### src/rtl/fetch_sequencer.sv
// Fetch sequencer: produces the instruction fetch address. It handles sequential
// fetch, stalls, branches, interrupt entry through a one-edge VECTOR state, and
// return-from-interrupt. All state updates happen on the falling edge of clk,
// so the PC is stable around the rising edge used by instruction memory.
module fetch_sequencer #(
  parameter logic [31:0] RESET_VECTOR = 32'd50,
  parameter logic [31:0] INT_VECTOR   = 32'd0
) (
  input  logic        clk,
  input  logic        reset,
  input  logic        stall,
  input  logic        branch,
  input  logic [15:0] branch_addr,
  input  logic        int_req,
  input  logic        rti,
  output logic [31:0] pc,
  output logic        fetch_valid,
  output logic        flush,
  output logic        int_ack,
  output logic [31:0] epc,
  output logic        in_isr
);

  typedef enum logic {
    RUN    = 1'b0,
    VECTOR = 1'b1
  } state_t;

  state_t      state;
  state_t      state_next;
  logic [31:0] pc_next;
  logic [31:0] epc_next;
  logic        fetch_valid_next;
  logic        flush_next;
  logic        int_ack_next;
  logic        in_isr_next;

  logic [31:0] branch_target;
  logic [31:0] pc_inc;
  logic        int_accept;

  assign branch_target = {{16{branch_addr[15]}}, branch_addr};
  assign pc_inc        = pc + 32'd1;
  // An interrupt is taken only when it cannot collide with a stall or an rti.
  // It must also not nest inside a running service routine.
  assign int_accept    = int_req && !in_isr && !stall && !rti;

  // Register all state and outputs on the falling edge. Reset overrides everything.
  always_ff @(negedge clk) begin
    if (reset) begin
      state       <= RUN;
      pc          <= RESET_VECTOR;
      epc         <= 32'd0;
      fetch_valid <= 1'b0;
      flush       <= 1'b0;
      int_ack     <= 1'b0;
      in_isr      <= 1'b0;
    end else begin
      state       <= state_next;
      pc          <= pc_next;
      epc         <= epc_next;
      fetch_valid <= fetch_valid_next;
      flush       <= flush_next;
      int_ack     <= int_ack_next;
      in_isr      <= in_isr_next;
    end
  end

  // Next-state logic: one action per edge in RUN, chosen by a fixed priority.
  always_comb begin
    state_next       = state;
    pc_next          = pc;
    epc_next         = epc;
    fetch_valid_next = fetch_valid;
    flush_next       = 1'b0;
    int_ack_next     = 1'b0;
    in_isr_next      = in_isr;

    unique case (state)
      RUN: begin
        if (int_accept) begin
          // When a branch arrives on the same edge, the return address is the branch target.
          epc_next         = branch ? branch_target : pc_inc;
          fetch_valid_next = 1'b0;
          flush_next       = 1'b1;
          state_next       = VECTOR;
        end else if (branch) begin
          pc_next          = branch_target;
          fetch_valid_next = 1'b1;
          flush_next       = 1'b1;
        end else if (rti && in_isr) begin
          pc_next          = epc;
          in_isr_next      = 1'b0;
          fetch_valid_next = 1'b1;
          flush_next       = 1'b1;
        end else if (stall) begin
          pc_next          = pc;
        end else begin
          pc_next          = pc_inc;
          fetch_valid_next = 1'b1;
        end
      end
      VECTOR: begin
        pc_next          = INT_VECTOR;
        int_ack_next     = 1'b1;
        in_isr_next      = 1'b1;
        fetch_valid_next = 1'b1;
        state_next       = RUN;
      end
      default: begin
        state_next = RUN;
      end
    endcase
  end

endmodule
### config.mk
export PLATFORM = sky130hd
export DESIGN_NAME = fetch_sequencer
export DESIGN_NICKNAME = d
export VERILOG_FILES = /design/src/rtl/fetch_sequencer.sv
export SDC_FILE = /design/constraint.sdc
export NUM_CORES = 1
export LEC_CHECK = 0
export CAP_MARGIN = 20
export CORE_MARGIN = 2
export CORE_UTILIZATION = 33
export DETAILED_ROUTE_END_ITERATION = 10
export GPL_TIMING_DRIVEN = 0
export PLACE_DENSITY = 0.54
export SYNTH_ARGS = -nofsm -noshare
export SYNTH_HDL_FRONTEND = slang
export SYNTH_SLANG_ARGS = --single-unit
### constraint.sdc
create_clock -name clk -period 7.1 [get_ports clk]
set_input_delay 1.775 -clock clk [delete_from_list [all_inputs] [get_ports clk]]
set_output_delay 1.775 -clock clk [all_outputs]
set_load 0.03 [all_outputs]
Word-level counts from Yosys, hierarchy flattened
Cells that the tools add are included.

operators by class
  div/mod/pow operators = 0
  muxes and demuxes = 21
  reduce and logical (&&, ||, !) cells = 11
  bitwise operators = 1
  multiply operators = 0
  shift-type cells = 0
  equal/unequal tests = 5
  $add $sub $neg = 1
  $lt $le $gt $ge = 0

operator list
  kind                                                              number
  32-bit 2-to-1 mux                                                 5
  32-bit one-hot mux with 2 select lines                            1
  32-bit by 1-bit adder with 32-bit output (second input constant)  1
  1-bit 2-to-1 mux                                                  12
  2-bit inequality test (second input constant)                     3
  1-bit one-hot mux with 2 select lines                             3
  5-bit inequality test (second input constant)                     1
  1-bit logical AND                                                 4
  4-bit inequality test (second input constant)                     1
  2-bit AND reduction                                               2
  1-bit zero test                                                   3
  3-bit AND reduction                                               1
  2-bit OR reduction                                                1
  1-bit inverter                                                    1

storage, ports and cells
  memory bits (writable) = 0
  word-level logic and storage cells = 46
  output and inout port bits = 68
  memories = 0
  flip-flop bits (word level) = 69
  bits in read-only memories = 0
  latch bits = 0
  input bits = 22

Depth between registers and ports, before layout
  depth after elaboration = 6
  depth in mapped cells = 8
  depth with buffers taken out = 6

==> results.cfg <==
[outcome]
status = finished, final reports clean

[setup_path]
worst-path-max-fanout = 7
path_class = flop to primary output
crit_chain = clkdlybuf4s50_1
worstPathArrival_ns = 5.24
crit_buf_inv = 1
critical_path.top_delay_family = buffers and inverters
cpPeakStageDelay_ns = 0.75
crit_slowest_cell = clkdlybuf4s50_1
worstPathRequired_ns = 5.33
critPathCaptureType = primary output
start_kind = flop

[synthesis]
synth.distinct_cells = 69
synthArstFlopShare = 0
post_synth_inst_count = 513
ys.flop_type = dfxtp_1
ys_ff_latch = 69
ys_seq_area_frac = 0.3379
netlist_area_sq_um = 4088
yosys_warnings = 0
synth.avg_cell_area_sq_um = 7.968
synth-edff-count = 0
syn-num-nets = 536

[final_layout]
finalInstanceArea_sq_um = 5856
area_growth_pct = 43.25
final_nets = 706
final_cell_mix = clkdlybuf4s50_1, inv_1, dfxtp_1, nand2_1, nor2_1
layout-drive-gt1-share = 0.09753
antennaDiodeCount = 0
final_common_cell = clkdlybuf4s50_1
final_cells = 855
fillers = 1234

[route]
post_drt_wl_per_cell_microns = 19.80
dr.pass1.iters = 5
viasPerCell = 5.719
finalWirelength_mm = 16.93
routed.top_layer = met4
drc = 0
wl_met2_mm = 7.790
routed-wl-met3_mm = 1.582
drtIter0Drc = 452
route.vias.total = 4890
antenna_left = 0
wl_met1_mm = 7.108

[power_and_ir_drop]
swShare = 0.3525
power.internal_uw = 875.0
p_clk_frac = 0.471
p_seq_frac = 0.333
p_leak_nw = 2.462
ir_worst_vdd_uv = 91.73
netSwitchingPower_uw = 476.4
p_comb_frac = 0.196
power_mw = 1.351
p_per_area_nw_per_um2 = 230.8

[floorplanning]
die_h_microns = 115.3
dieWidth_microns = 115.3
num_rows = 40
ioPinCount = 90
initial_core_util = 0.3389
dieArea_sq_um = 13290
core-area_sq_um = 12060

[min_path]
hold_path.class = flop to flop

[cts]
clock-sinks = 69
cts_buffers = 9
clockRootBuffer = clkbuf_16
cts_tree = built
htreeDepth = 3
clkLatencyLatePin_ns = 0.41
cts_buffer_depth = 2
cts.clk_slew.worst_paths_ns = 0.05
cts_hold_buf = 0

[placement]
gp_congestion = 0.8835
place_area_sq_um = 5179
io_buffers = 88
pre_cts_slack_ns = -1.050
dp.cells = 769
hpwl_mm = 11.61

[sta]
relSlewSlack = 0.2334
drv_slew = 0
rsz0062_at_grt = yes
setup_viol = 0
fin_ws_ns = 0.08070
skew_ns = 0.02384
hold_violations = 0
timing.setup.tns_ns = 0
tightest_slew_ns = 1.139

[global_routing]
track_usage = 0.2591
grt_pass1_vias = 4811
grt_start_max_net_pins = 11
grt-ovfl-total = 0
antenna_found_initial = 0
grt_pass1_wl_mm = 25.87

[flow_run]
drv_cap = 0
[cell families after synthesis]
logic type / Yosys count / synth area share
adder cells (fa/ha/maj): 1 / 0.003060
AO/OA/AOI/OAI: 161 / 0.2758
AND/OR/NAND/NOR: 199 / 0.2583
flip-flops: 69 / 0.3379
buffers and inverters: 50 / 0.05142
multiplexers: 9 / 0.02204
XOR/XNOR: 24 / 0.05142
[power groups by stage]
stage               clock network, mW  logic [mW]  registers, mW
detailed placement             0.0598       0.255          0.453
global route                    0.698       0.282          0.453
global placement               0.0598       0.252          0.453
finish                          0.637       0.265          0.450
CTS                             0.654       0.260          0.449
floorplan                      0.0598       0.108          0.491
[synth_stat cells, types with 3 or more instances]
cell type   n  area, sq um
xnor2_1    17        148.9
o211ai_1    5        37.54
a21oi_1    33        165.2
dfxtp_1    69         1381
or3_1       5        31.28
a21o_1      7        52.55
mux2i_1     9        90.09
a32o_1      3        30.03
nor2b_1     3        18.77
o21a_1      4        30.03
nand3b_1    3        22.52
buf_2       9        45.04
a31oi_1     6        37.54
o21ai_0    35        175.2
a221o_1    11        110.1
buf_1       3        11.26
nor4_1     12        75.07
nor3b_1     4        30.03
nand2b_1   10        62.56
nand3_1    16        80.08
clkbuf_1   26        97.59
nor4_2      3        37.54
o31ai_1     4        30.03
nor3_1      9        45.04
inv_1      10        37.54
a211oi_1   11        82.58
and3_1      7        43.79
nand2_1    47        176.4
nor2_1     50        187.7
o32ai_1     4        35.03
a22o_1      4        35.03
nand4_1    13        81.33
a211o_1     9        78.83
and2_1      3        18.77
xor2_1      7        61.31
[path summary, 6_finish.rpt]
path                            startpoint       to  slack [ns]  depth (start not counted)
worst max register to register       pc[0]  epc[17]        4.27                          5
worst min register to register     epc[12]  epc[12]        0.47                          2
worst min-delay path               epc[12]  epc[12]        0.47                          2
worst max-delay path                 pc[8]    pc[8]        0.08                          1
[cell type report]
cell class,instances,area (sq um),area share
plain buffers,38,201.4,0.03440
clock buffers,9,225.2,0.03846
clock inverters,75,335.3,0.05726
inverters,9,33.78,0.005769
multi-input cells,394,2547,0.4350
flip-flops and latches,69,1381,0.2359
well taps,168,210.2,0.03590
repair buffers,93,920.9,0.1573
[metrics by stage]
step / hold WS [ns] / util
floorplan: 0.5659 / -
finish: 0.4718 / 0.4855
detailed placement: 0.4681 / 0.4294
CTS: 0.4733 / 0.4809
global placement: 0.4613 / 0.4294
global route: 0.4957 / 0.4855
[routing by layer]
metal | track usage | vias to the layer above
li1 | - | 2267
met5 | 0 | -
met4 | 0.1382 | 0
met2 | 0.3929 | 279
met3 | 0.08013 | 34
met1 | 0.3296 | 2310
[repair_timing]
| item | in CTS | in global routing |
|---|---|---|
| gates resized for setup | 22 | 23 |
| setup buffers | 2 | 3 |
| endpoints found under the setup margin | 57 | 45 |
| pin swaps | 2 | 2 |
[flip-flops by register name, indices dropped and copies added, names as in the netlist]
| signal | count |
|---|---|
| int_ack | 1 |
| flush | 1 |
| in_isr | 1 |
| fetch_valid | 1 |
| pc | 32 |
| state | 1 |
| epc | 32 |
(Power assumes the default switching activity.)
